**src/rtl/seq_arith_pkg.sv**
```systemverilog
// seq_arith_pkg: shared definitions for the sequential arithmetic unit.
//   - op code values sampled on seq_arith_unit.op
//   - controller state type
//   - exec_single(): result of every single-cycle op, evaluated at up to
//     MAX_W bits and masked to the active width w
package seq_arith_pkg;

  localparam int unsigned MAX_W = 64;

  localparam logic [3:0] PASSB = 4'd0;
  localparam logic [3:0] AND   = 4'd1;
  localparam logic [3:0] OR    = 4'd2;
  localparam logic [3:0] NOTB  = 4'd3;
  localparam logic [3:0] SHL   = 4'd4;
  localparam logic [3:0] SHR   = 4'd5;
  localparam logic [3:0] ADD   = 4'd6;
  localparam logic [3:0] SUB   = 4'd7;
  localparam logic [3:0] MUL   = 4'd8;
  localparam logic [3:0] CMP   = 4'd9;
  localparam logic [3:0] DIV   = 4'd10;

  typedef enum logic [1:0] {
    S_IDLE,
    S_EXEC,
    S_ITER,
    S_FIN
  } state_t;

  typedef struct packed {
    logic [MAX_W-1:0] res;
    logic             cout;
  } exec_t;

  // Operands arrive zero-extended to MAX_W; bit w of the MAX_W+1 bit
  // add/sub result is therefore the carry/borrow out of a w-bit operation.
  function automatic exec_t exec_single(
    input logic [3:0]       op,
    input logic [MAX_W-1:0] a,
    input logic [MAX_W-1:0] b,
    input logic             cin,
    input logic [6:0]       w
  );
    exec_t            r;
    logic [MAX_W-1:0] mask;
    logic [MAX_W:0]   wide;
    logic             msb;
    // 1<<64 wraps to 0 in MAX_W bits, so w=64 yields an all-ones mask.
    mask = (MAX_W'(1) << w) - MAX_W'(1);
    wide = '0;
    msb  = b[6'(w - 7'd1)];
    r    = '0;
    case (op)
      PASSB: r.res = b;
      AND:   r.res = a & b;
      OR:    r.res = a | b;
      NOTB:  r.res = ~b & mask;
      SHL: begin
        r.res  = (b << 1) & mask;
        r.cout = msb;
      end
      SHR: begin
        r.res  = (b >> 1) | (MAX_W'(msb) << (w - 7'd1));
        r.cout = b[0];
      end
      ADD: begin
        wide   = {1'b0, a} + {1'b0, b} + {{MAX_W{1'b0}}, cin};
        r.res  = wide[MAX_W-1:0] & mask;
        r.cout = wide[w];
      end
      SUB: begin
        wide   = {1'b0, a} - {1'b0, b} - {{MAX_W{1'b0}}, cin};
        r.res  = wide[MAX_W-1:0] & mask;
        r.cout = wide[w];
      end
      CMP: begin
        r.res  = a;
        r.cout = (a > b);
      end
      default: r = '0;
    endcase
    return r;
  endfunction

endpackage

```
**src/rtl/seq_arith_iter.sv**
```systemverilog
// seq_arith_iter: shared shift datapath for MUL and DIV.
//   clk, rst_n   clock, async active-low reset
//   load_i       load acc={0,A}, operand=B, latch mode
//   step_i       perform one iteration
//   div_mode_i   0: shift-add multiply, 1: restoring divide
//   a_i, b_i     operands (sampled on load_i)
//   acc_o        2W accumulator: MUL {hi,lo}; DIV {remainder,quotient}
module seq_arith_iter #(
  parameter int unsigned WIDTH = 16
) (
  input  logic               clk,
  input  logic               rst_n,
  input  logic               load_i,
  input  logic               step_i,
  input  logic               div_mode_i,
  input  logic [WIDTH-1:0]   a_i,
  input  logic [WIDTH-1:0]   b_i,
  output logic [2*WIDTH-1:0] acc_o
);

  logic [2*WIDTH-1:0] acc_q, acc_d;
  logic [WIDTH-1:0]   opnd_q, opnd_d;
  logic               div_q, div_d;
  logic [WIDTH:0]     sum;
  logic [WIDTH:0]     part;

  always_comb begin
    acc_d  = acc_q;
    opnd_d = opnd_q;
    div_d  = div_q;
    sum    = '0;
    part   = '0;
    if (load_i) begin
      acc_d  = {{WIDTH{1'b0}}, a_i};
      opnd_d = b_i;
      div_d  = div_mode_i;
    end else if (step_i) begin
      if (!div_q) begin
        // Add multiplicand into the high half when the current multiplier
        // bit is set, then shift the whole accumulator right.
        sum   = {1'b0, acc_q[2*WIDTH-1:WIDTH]} + (acc_q[0] ? {1'b0, opnd_q} : '0);
        acc_d = {sum, acc_q[WIDTH-1:1]};
      end else begin
        // Shifted partial remainder needs W+1 bits; sum[WIDTH] is the borrow.
        part = acc_q[2*WIDTH-1:WIDTH-1];
        sum  = part - {1'b0, opnd_q};
        if (!sum[WIDTH]) begin
          acc_d = {sum[WIDTH-1:0], acc_q[WIDTH-2:0], 1'b1};
        end else begin
          acc_d = {part[WIDTH-1:0], acc_q[WIDTH-2:0], 1'b0};
        end
      end
    end
  end

  always_ff @(posedge clk or negedge rst_n) begin
    if (!rst_n) begin
      acc_q  <= '0;
      opnd_q <= '0;
      div_q  <= 1'b0;
    end else begin
      acc_q  <= acc_d;
      opnd_q <= opnd_d;
      div_q  <= div_d;
    end
  end

  assign acc_o = acc_q;

endmodule

```
**src/rtl/seq_arith_unit.sv**
```systemverilog
// seq_arith_unit: multi-cycle ALU with start/busy/done handshake.
//   clk, rst_n     clock, async active-low reset
//   start          launch request, accepted only in IDLE
//   op, A, B, cin  operation and operands, sampled with start
//   aluout         result / low product word / quotient
//   aux_out        high product word / remainder / A on divide-by-zero
//   zout, cout     zero and carry/borrow/compare/overflow flags
//   dz_err         divide-by-zero flag
//   busy           operation in progress (EXEC/ITER)
//   done           one-cycle pulse in FIN; outputs valid from this cycle
module seq_arith_unit
  import seq_arith_pkg::*;
#(
  parameter int unsigned WIDTH = 16,
  parameter int unsigned CNT_W = $clog2(WIDTH) + 1
) (
  input  logic             clk,
  input  logic             rst_n,
  input  logic             start,
  input  logic [3:0]       op,
  input  logic [WIDTH-1:0] A,
  input  logic [WIDTH-1:0] B,
  input  logic             cin,
  output logic [WIDTH-1:0] aluout,
  output logic [WIDTH-1:0] aux_out,
  output logic             zout,
  output logic             cout,
  output logic             dz_err,
  output logic             busy,
  output logic             done
);

  state_t             state_q, state_d;
  logic [3:0]         op_q, op_d;
  logic [WIDTH-1:0]   a_q, a_d;
  logic [WIDTH-1:0]   b_q, b_d;
  logic               cin_q, cin_d;
  logic [CNT_W-1:0]   cnt_q, cnt_d;
  logic [WIDTH-1:0]   aluout_q, aluout_d;
  logic [WIDTH-1:0]   aux_q, aux_d;
  logic               zout_q, zout_d;
  logic               cout_q, cout_d;
  logic               dz_q, dz_d;
  logic               iter_load, iter_step;
  logic [2*WIDTH-1:0] acc;
  exec_t              ex;

  seq_arith_iter #(
    .WIDTH(WIDTH)
  ) u_iter (
    .clk       (clk),
    .rst_n     (rst_n),
    .load_i    (iter_load),
    .step_i    (iter_step),
    .div_mode_i(op == DIV),
    .a_i       (A),
    .b_i       (B),
    .acc_o     (acc)
  );

  always_comb begin
    state_d   = state_q;
    op_d      = op_q;
    a_d       = a_q;
    b_d       = b_q;
    cin_d     = cin_q;
    cnt_d     = cnt_q;
    aluout_d  = aluout_q;
    aux_d     = aux_q;
    zout_d    = zout_q;
    cout_d    = cout_q;
    dz_d      = dz_q;
    iter_load = 1'b0;
    iter_step = 1'b0;
    ex        = exec_single(op_q, MAX_W'(a_q), MAX_W'(b_q), cin_q, 7'(WIDTH));

    case (state_q)
      S_IDLE: begin
        if (start) begin
          op_d  = op;
          a_d   = A;
          b_d   = B;
          cin_d = cin;
          if (op == MUL || (op == DIV && B != '0)) begin
            state_d   = S_ITER;
            cnt_d     = CNT_W'(WIDTH);
            iter_load = 1'b1;
          end else begin
            // Divide-by-zero takes the EXEC slot so its latency matches
            // the single-cycle ops.
            state_d = S_EXEC;
          end
        end
      end
      S_EXEC: begin
        if (op_q == DIV) begin
          aluout_d = '1;
          aux_d    = a_q;
          cout_d   = 1'b0;
          zout_d   = 1'b0;
          dz_d     = 1'b1;
        end else begin
          aluout_d = ex.res[WIDTH-1:0];
          aux_d    = '0;
          cout_d   = ex.cout;
          zout_d   = (op_q == CMP) ? (a_q == b_q) : (ex.res == '0);
          dz_d     = 1'b0;
        end
        state_d = S_FIN;
      end
      S_ITER: begin
        if (cnt_q != '0) begin
          iter_step = 1'b1;
          cnt_d     = cnt_q - CNT_W'(1);
        end else begin
          aluout_d = acc[WIDTH-1:0];
          aux_d    = acc[2*WIDTH-1:WIDTH];
          cout_d   = (op_q == MUL) ? (acc[2*WIDTH-1:WIDTH] != '0) : 1'b0;
          zout_d   = (acc == '0);
          dz_d     = 1'b0;
          state_d  = S_FIN;
        end
      end
      S_FIN: state_d = S_IDLE;
      default: state_d = S_IDLE;
    endcase
  end

  always_ff @(posedge clk or negedge rst_n) begin
    if (!rst_n) begin
      state_q  <= S_IDLE;
      op_q     <= '0;
      a_q      <= '0;
      b_q      <= '0;
      cin_q    <= 1'b0;
      cnt_q    <= '0;
      aluout_q <= '0;
      aux_q    <= '0;
      zout_q   <= 1'b0;
      cout_q   <= 1'b0;
      dz_q     <= 1'b0;
    end else begin
      state_q  <= state_d;
      op_q     <= op_d;
      a_q      <= a_d;
      b_q      <= b_d;
      cin_q    <= cin_d;
      cnt_q    <= cnt_d;
      aluout_q <= aluout_d;
      aux_q    <= aux_d;
      zout_q   <= zout_d;
      cout_q   <= cout_d;
      dz_q     <= dz_d;
    end
  end

  assign aluout  = aluout_q;
  assign aux_out = aux_q;
  assign zout    = zout_q;
  assign cout    = cout_q;
  assign dz_err  = dz_q;
  assign busy    = (state_q == S_EXEC) || (state_q == S_ITER);
  assign done    = (state_q == S_FIN);

endmodule
```
**config.mk**
```make
export PLATFORM = sky130hd
export DESIGN_NAME = seq_arith_unit
export DESIGN_NICKNAME = d
export VERILOG_FILES = /design/src/rtl/seq_arith_pkg.sv /design/src/rtl/seq_arith_iter.sv /design/src/rtl/seq_arith_unit.sv
export SDC_FILE = /design/constraint.sdc
export NUM_CORES = 1
export LEC_CHECK = 0
export CAP_MARGIN = 20
export CORE_ASPECT_RATIO = 1.25
export CORE_MARGIN = 10
export CORE_UTILIZATION = 51
export CTS_CLUSTER_DIAMETER = 120
export CTS_CLUSTER_SIZE = 40
export DETAILED_ROUTE_END_ITERATION = 7
export PLACE_DENSITY = 0.71
export SYNTH_ARGS = -nofsm -noshare
export SYNTH_HDL_FRONTEND = slang
export SYNTH_SLANG_ARGS = --single-unit
export TNS_END_PERCENT = 10
```
**constraint.sdc**
```tcl
create_clock -name clk -period 4.3 [get_ports clk]
set_clock_uncertainty 0.05 [all_clocks]
set_input_delay 0.645 -clock clk [delete_from_list [all_inputs] [get_ports clk]]
set_output_delay 0.645 -clock clk [all_outputs]
set_load 0.02 [all_outputs]
```
==> flow_metrics.py, run 1 <==
metrics = {
    "critical_path": {
        "critical_path_required_ns": 4.61,
        "slowest_delay_ns": 0.61,
        "cp_max_fo": 6,
        "critical-path-top-delay-family": "compound AO/OA/AOI/OAI gates",
        "worstPathCellList": "fa_1 -> inv_1 -> ha_1 -> o21ai_0 -> nand3_1 -> a211o_1 -> a31o_2 -> mux2i_1 -> a211o_1 -> nor2_1 -> or4b_1 -> o22ai_2",
        "cp-endpoint": "zout",
        "endpoint_kind": "flip-flop",
        "worstSetupStartpoint": "a_q[0]",
        "rr_startpoint": "a_q[0]",
        "reg2reg_depth": 12,
        "worstPathArrival_ns": 4.13,
        "worst_setup_path_start_kind": "flip-flop",
        "worst-path-stages": 12,
        "cp_common_cell": "a211o_1",
        "ff2ff_setup_slack_ns": 0.48,
        "cp.buffers_inverters": 1,
        "crit_type": "reg -> reg",
        "r2r_end": "zout",
        "critPathSlowestCell": "fa_1",
    },
    "sta": {
        "final-max-slew-violation-count": 0,
        "worstMarginPinSlew_ns": 1.009,
        "max_clock_freq_mhz": 261.5,
        "fin_crit_ns": 3.824,
        "finalSetupViolCount": 0,
        "hold_slack_ns": 0.2049,
        "slew_headroom_pct": 32.73,
        "finalCritPeriodShare_pct": 88.93,
        "tns_ns": 0,
        "rsz0062_at_grt": "false",
        "hold_viol": 0,
    },
    "logic_synthesis": {
        "synth.distinct_cells": 76,
        "ys_seq_elements": 128,
        "postSynthCellCount": 1339,
        "yosys_warnings": 0,
        "ys_dominant_reg_cell": "dfrtp_1",
        "synth_edf_count": 0,
        "syn-cell-area_mm2": 0.01119,
        "ys_seq_area_share_pct": 28.62,
        "syn_nets": 1501,
        "syn_avg_cell_area_um2": 8.358,
        "synth_async_sr_flop_share_pct": 100.0,
    },
    "route": {
        "wirelength_mm": 38.76,
        "drtIter0Drc": 962,
        "vias": 10773,
        "wl_per_cell_um": 22.82,
        "viasPerCell": 6.341,
        "drt_pass1_iterations": 8,
        "ant_nets": 0,
        "drc": 0,
    },
    "clock_tree": {
        "clk_latency_ns": 0.43,
        "clk_pin_slew_ns": 0.07,
        "clock-sinks": 128,
        "cts_root_buf": "clkbuf_16",
        "cts_resized": 0,
        "postCtsSetupRepairBufs": 0,
        "htreeDepth": 4,
        "cts-buffers-inserted": 17,
        "ctsHoldBuffers": 0,
        "cts_tree": "built",
        "clockBufferDepth": 2,
    },
    "cells_and_area": {
        "antennaDiodeCount": 0,
        "mostFrequentLayoutCells": "128 x o21ai_0, 128 x dfrtp_1, 116 x ha_1",
        "syn_to_final_growth_pct": 15.66,
        "final_core_util_pct": 60.08,
        "final_nets": 1569,
        "drive_gt1_share_pct": 10.28,
        "fillerInstances": 1938,
    },
    "grt": {
        "grt_first_pass_wirelength_mm": 59.86,
        "grt_pass1_vias": 10552,
        "antenna_found_initial": 0,
        "grt_overflow": 0,
        "grt_max_degree": 84,
        "grt_use_total_pct": 26.61,
    },
    "floorplanning": {
        "ios": 77,
        "rows": 60,
        "dieArea_mm2": 0.02831,
        "fp.dieH_um": 185.6,
        "floorplan.initialDensity_pct": 51.95,
        "die_w_um": 152.5,
        "core_mm2": 0.02155,
    },
    "worst_hold_path": {
        "hp-class": "in -> async",
    },
    "status": {
        "status": "finished, final reports clean",
    },
    "place": {
        "dp_hpwl_mm": 29.34,
        "place_congestion": 1.029,
        "io_buffers": 76,
    },
    "job": {
        "maxCapViolCount": 0,
    },
}
==> how the worst min path moves through the flow <==
stage | slack [ns] | end | start | cells after the start
detailed placement | 0.42 | aux_out[12] | aux_out[12] | 2
finish | 0.20 | aluout[7] | rst_n | 1
floorplan | 0.30 | a_q[0] | rst_n | 0
CTS | 0.25 | aluout[9] | rst_n | 1
global route | 0.27 | aluout[7] | rst_n | 1
global placement | 0.42 | aux_out[6] | aux_out[6] | 2
==> area by class of cell <==
type	count	area, um^2	area share (%)
multi-input cells	1047	7375	56.97
well taps	279	349.1	2.697
flip-flops and latches	128	3203	24.74
clock buffers	17	425.4	3.286
inverters	96	360.3	2.784
clock inverters	15	150.1	1.160
repair buffers	117	1082	8.361
==> metrics by stage <==
stage | cell area (um^2) | cells | worst slack [ns]
2_1_floorplan | 11190 | 1339 | 0.9129
3_3_place_gp | 12370 | 1667 | 0.5958
3_5_place_dp | 12370 | 1667 | 0.5413
4_1_cts | 12940 | 1699 | 0.5481
5_1_grt | 12940 | 1699 | 0.2164
6_report | 12940 | 1699 | 0.4758
==> flip-flops by register name, indices dropped and copies added (netlist names) <==
signal,flops
state_q,2
zout,1
u_iter.acc_o,32
dz_err,1
cout,1
b_q,16
op_q,4
aluout,16
cin_q,1
a_q,16
aux_out,16
u_iter.opnd_q,16
cnt_q,5
u_iter.div_q,1
==> synthesized netlist by cell type, types with 20 or more instances <==
master	instances	area [um^2]
dfrtp_1	128	3203
o21ai_0	128	640.6
ha_1	116	1451
nand2_1	103	386.6
a21oi_1	96	480.5
inv_1	93	349.1
nor2_1	91	341.6
mux2_2	50	563.0
clkbuf_1	49	183.9
nor3_1	48	240.2
mux2i_1	32	320.3
a211oi_1	21	157.7
nand3_1	21	105.1
and2_1	20	125.1
xnor2_1	20	175.2
==> metal layers <==
layer / track usage (%) / share of wire, % / vias up
li1: - / - / 5005
met1: 31.48 / 40 / 5209
met2: 45.96 / 49 / 451
met3: 3.880 / 6.3 / 108
met4: 14.13 / 5.1 / 0
met5: 0 / 0 / -
==> cells by family after synthesis <==
logic type,after synthesis,share of synthesized area (%)
AO/OA/AOI/OAI,422,23.98
XOR/XNOR,37,2.895
AND/OR/NAND/NOR,384,16.90
buffers and inverters,164,5.668
multiplexers,82,7.893
adder cells (fa/ha/maj),122,14.04
flip-flops,128,28.62
Power of run 1 is left out: the tool's default activity adds up to more than one toggle a clock period on the data nets, which glitch-free logic cannot reach.
==> run 2: changes to the inputs <==
Settings changed: ABC_CLOCK_PERIOD_IN_PS set to 4300.
==> results of run 2 <==
Final layout, timing and power as in run 1 (identical DEF).
Power of run 2 is left out for the same reason.
==> run 3: changes to the inputs <==
Settings changed: GPL_TIMING_DRIVEN set to 0, HOLD_SLACK_MARGIN set to 0.02, SKIP_CTS_REPAIR_TIMING set to 1.
==> run 3 against run 2 <==
Wire length rose by 3.5%. Via count increased by 3.1%. Sequential cell count unchanged. Largest cell class unchanged. Utilization rose by 0.18 points. Critical endpoint is now aluout[12].
==> flow_metrics.py, run 3 (same netlist as run 1, synthesis figures left out) <==
metrics = {
    "grt": {
        "grt_pass1_vias": 11019,
        "grt_first_pass_wirelength_mm": 62.30,
        "antenna_found_initial": 0,
        "grt.busiest_layer": "met2",
        "grtUsageMet1_pct": 31.65,
        "grt_use_total_pct": 27.65,
        "grtUsageMet2_pct": 49.86,
        "grt_overflow": 0,
        "grt_max_degree": 97,
        "grt_use_met3_pct": 3.418,
    },
    "clock_tree": {
        "clock-sinks": 128,
        "clockBufferDepth": 2,
        "clk_latency_ns": 0.42,
        "cts_root_buf": "clkbuf_16",
        "cts-buffers-inserted": 17,
        "cts_tree": "built",
        "htreeDepth": 4,
        "clk_pin_slew_ns": 0.06,
    },
    "worst_hold_path": {
        "hp-class": "in -> async",
    },
    "cells_and_area": {
        "design_area_mm2": 0.01298,
        "mostFrequentLayoutCell": "dfrtp_1",
        "mostFrequentLayoutCells": "128 x dfrtp_1, 127 x o21ai_0, 116 x ha_1",
        "final_nets": 1598,
        "syn_to_final_growth_pct": 16.01,
        "largest_reg_flops": 32,
        "drive_gt1_share_pct": 8.075,
        "fillerInstances": 1962,
        "final_core_util_pct": 60.26,
        "multiInputGateArea_mm2": 0.007361,
        "final_cells": 1728,
        "antennaDiodeCount": 0,
        "seq_area_mm2": 0.003203,
    },
    "place": {
        "place_congestion": 0.9927,
        "io_buffers": 76,
        "dp_hpwl_mm": 30.91,
        "dp_cells": 1696,
        "dpl_cell_area_mm2": 0.01234,
    },
    "floorplanning": {
        "core_mm2": 0.02155,
        "fp.dieH_um": 185.6,
        "die_w_um": 152.5,
        "dieArea_mm2": 0.02831,
        "ios": 77,
        "rows": 60,
        "floorplan.initialDensity_pct": 51.95,
    },
    "route": {
        "wl_per_cell_um": 23.21,
        "viasPerCell": 6.425,
        "wirelength_mm": 40.11,
        "vias": 11103,
        "drc": 0,
        "ant_nets": 0,
        "drtIter0Drc": 1052,
        "drt_pass1_iterations": 6,
    },
    "job": {
        "maxCapViolCount": 0,
    },
    "status": {
        "status": "finished, final reports clean",
    },
    "critical_path": {
        "cp.buffers_inverters": 1,
        "crit_type": "reg -> reg",
        "worstPathArrival_ns": 4.33,
        "critical-path-top-delay-family": "compound AO/OA/AOI/OAI gates",
        "ff2ff_setup_slack_ns": 0.25,
        "worstSetupStartpoint": "b_q[0]",
        "rr_startpoint": "b_q[0]",
        "critPathSlowestCell": "or4b_2",
        "cp_max_fo": 8,
        "worst_setup_path_start_kind": "flip-flop",
        "slowest_delay_ns": 0.61,
        "worstPathCellList": "inv_1 -> fa_1 -> fa_1 -> o211ai_1 -> a21oi_1 -> o31a_1 -> or4b_2 -> o21ai_0 -> a211oi_1 -> o31ai_1 -> o22ai_1 -> o21ai_0",
        "critical_path_required_ns": 4.58,
        "endpoint_kind": "flip-flop",
    },
    "sta": {
        "hold_slack_ns": 0.06100,
        "worstMarginPinSlew_ns": 1.053,
        "slew_headroom_pct": 28.90,
        "rsz0062_at_grt": "false",
        "max_clock_freq_mhz": 246.8,
        "finalCritPeriodShare_pct": 94.21,
        "finalSetupViolCount": 0,
        "fin_crit_ns": 4.051,
        "final-max-slew-violation-count": 0,
        "hold_viol": 0,
    },
}
run 3: cell types whose count changed in the layout (fill, tap and decap cells not counted), moves of 2 or more:
cell | before | now
buf_4 | 40 | 1
buf_1 | 0 | 4
nand2_1 | 101 | 103
nand2_2 | 2 | 0
clkbuf_1 | 0 | 50
inv_6 | 5 | 1
inv_8 | 2 | 0
bufinv_16 | 1 | 4
buf_2 | 0 | 15
clkbuf_8 | 0 | 2
run 3: area by class of cell:
| class | instances | area share, % |
|---|---|---|
| plain buffers | 68 | 2.110 |
| clock buffers | 20 | 3.517 |
| clock inverters | 12 | 1.407 |
| inverters | 96 | 2.775 |
| multi-input cells | 1047 | 56.69 |
| flip-flops and latches | 128 | 24.67 |
| well taps | 279 | 2.689 |
| repair buffers | 78 | 6.139 |
run 3: routing by layer:
metal  routed length [um]  up-vias
li1                     -     5070
met1                15150     5392
met2                20280      512
met3                 2730      129
met4                 1946        0
met5                    0        -
run 3: final timing paths:
kind	endpoint	cells past startpoint
setup / recovery	aluout[12]	12
setup reg to reg	aluout[12]	12
min in group clk	aluout[10]	2
hold / removal	aluout[12]	1
hold reg to reg	aluout[10]	2
max in group asynchronous	aux_out[2]	2
run 3: per-stage QoR:
stage | TNS [ns] | setup WS, ns
6_report | 0 | 0.2489
5_1_grt | 0 | 0.05118
4_1_cts | 0 | 0.09563
3_5_place_dp | 0 | 0.1521
3_3_place_gp | -333.42 | -2.619
2_1_floorplan | 0 | 0.9129
Power of run 3 is left out for the same reason.
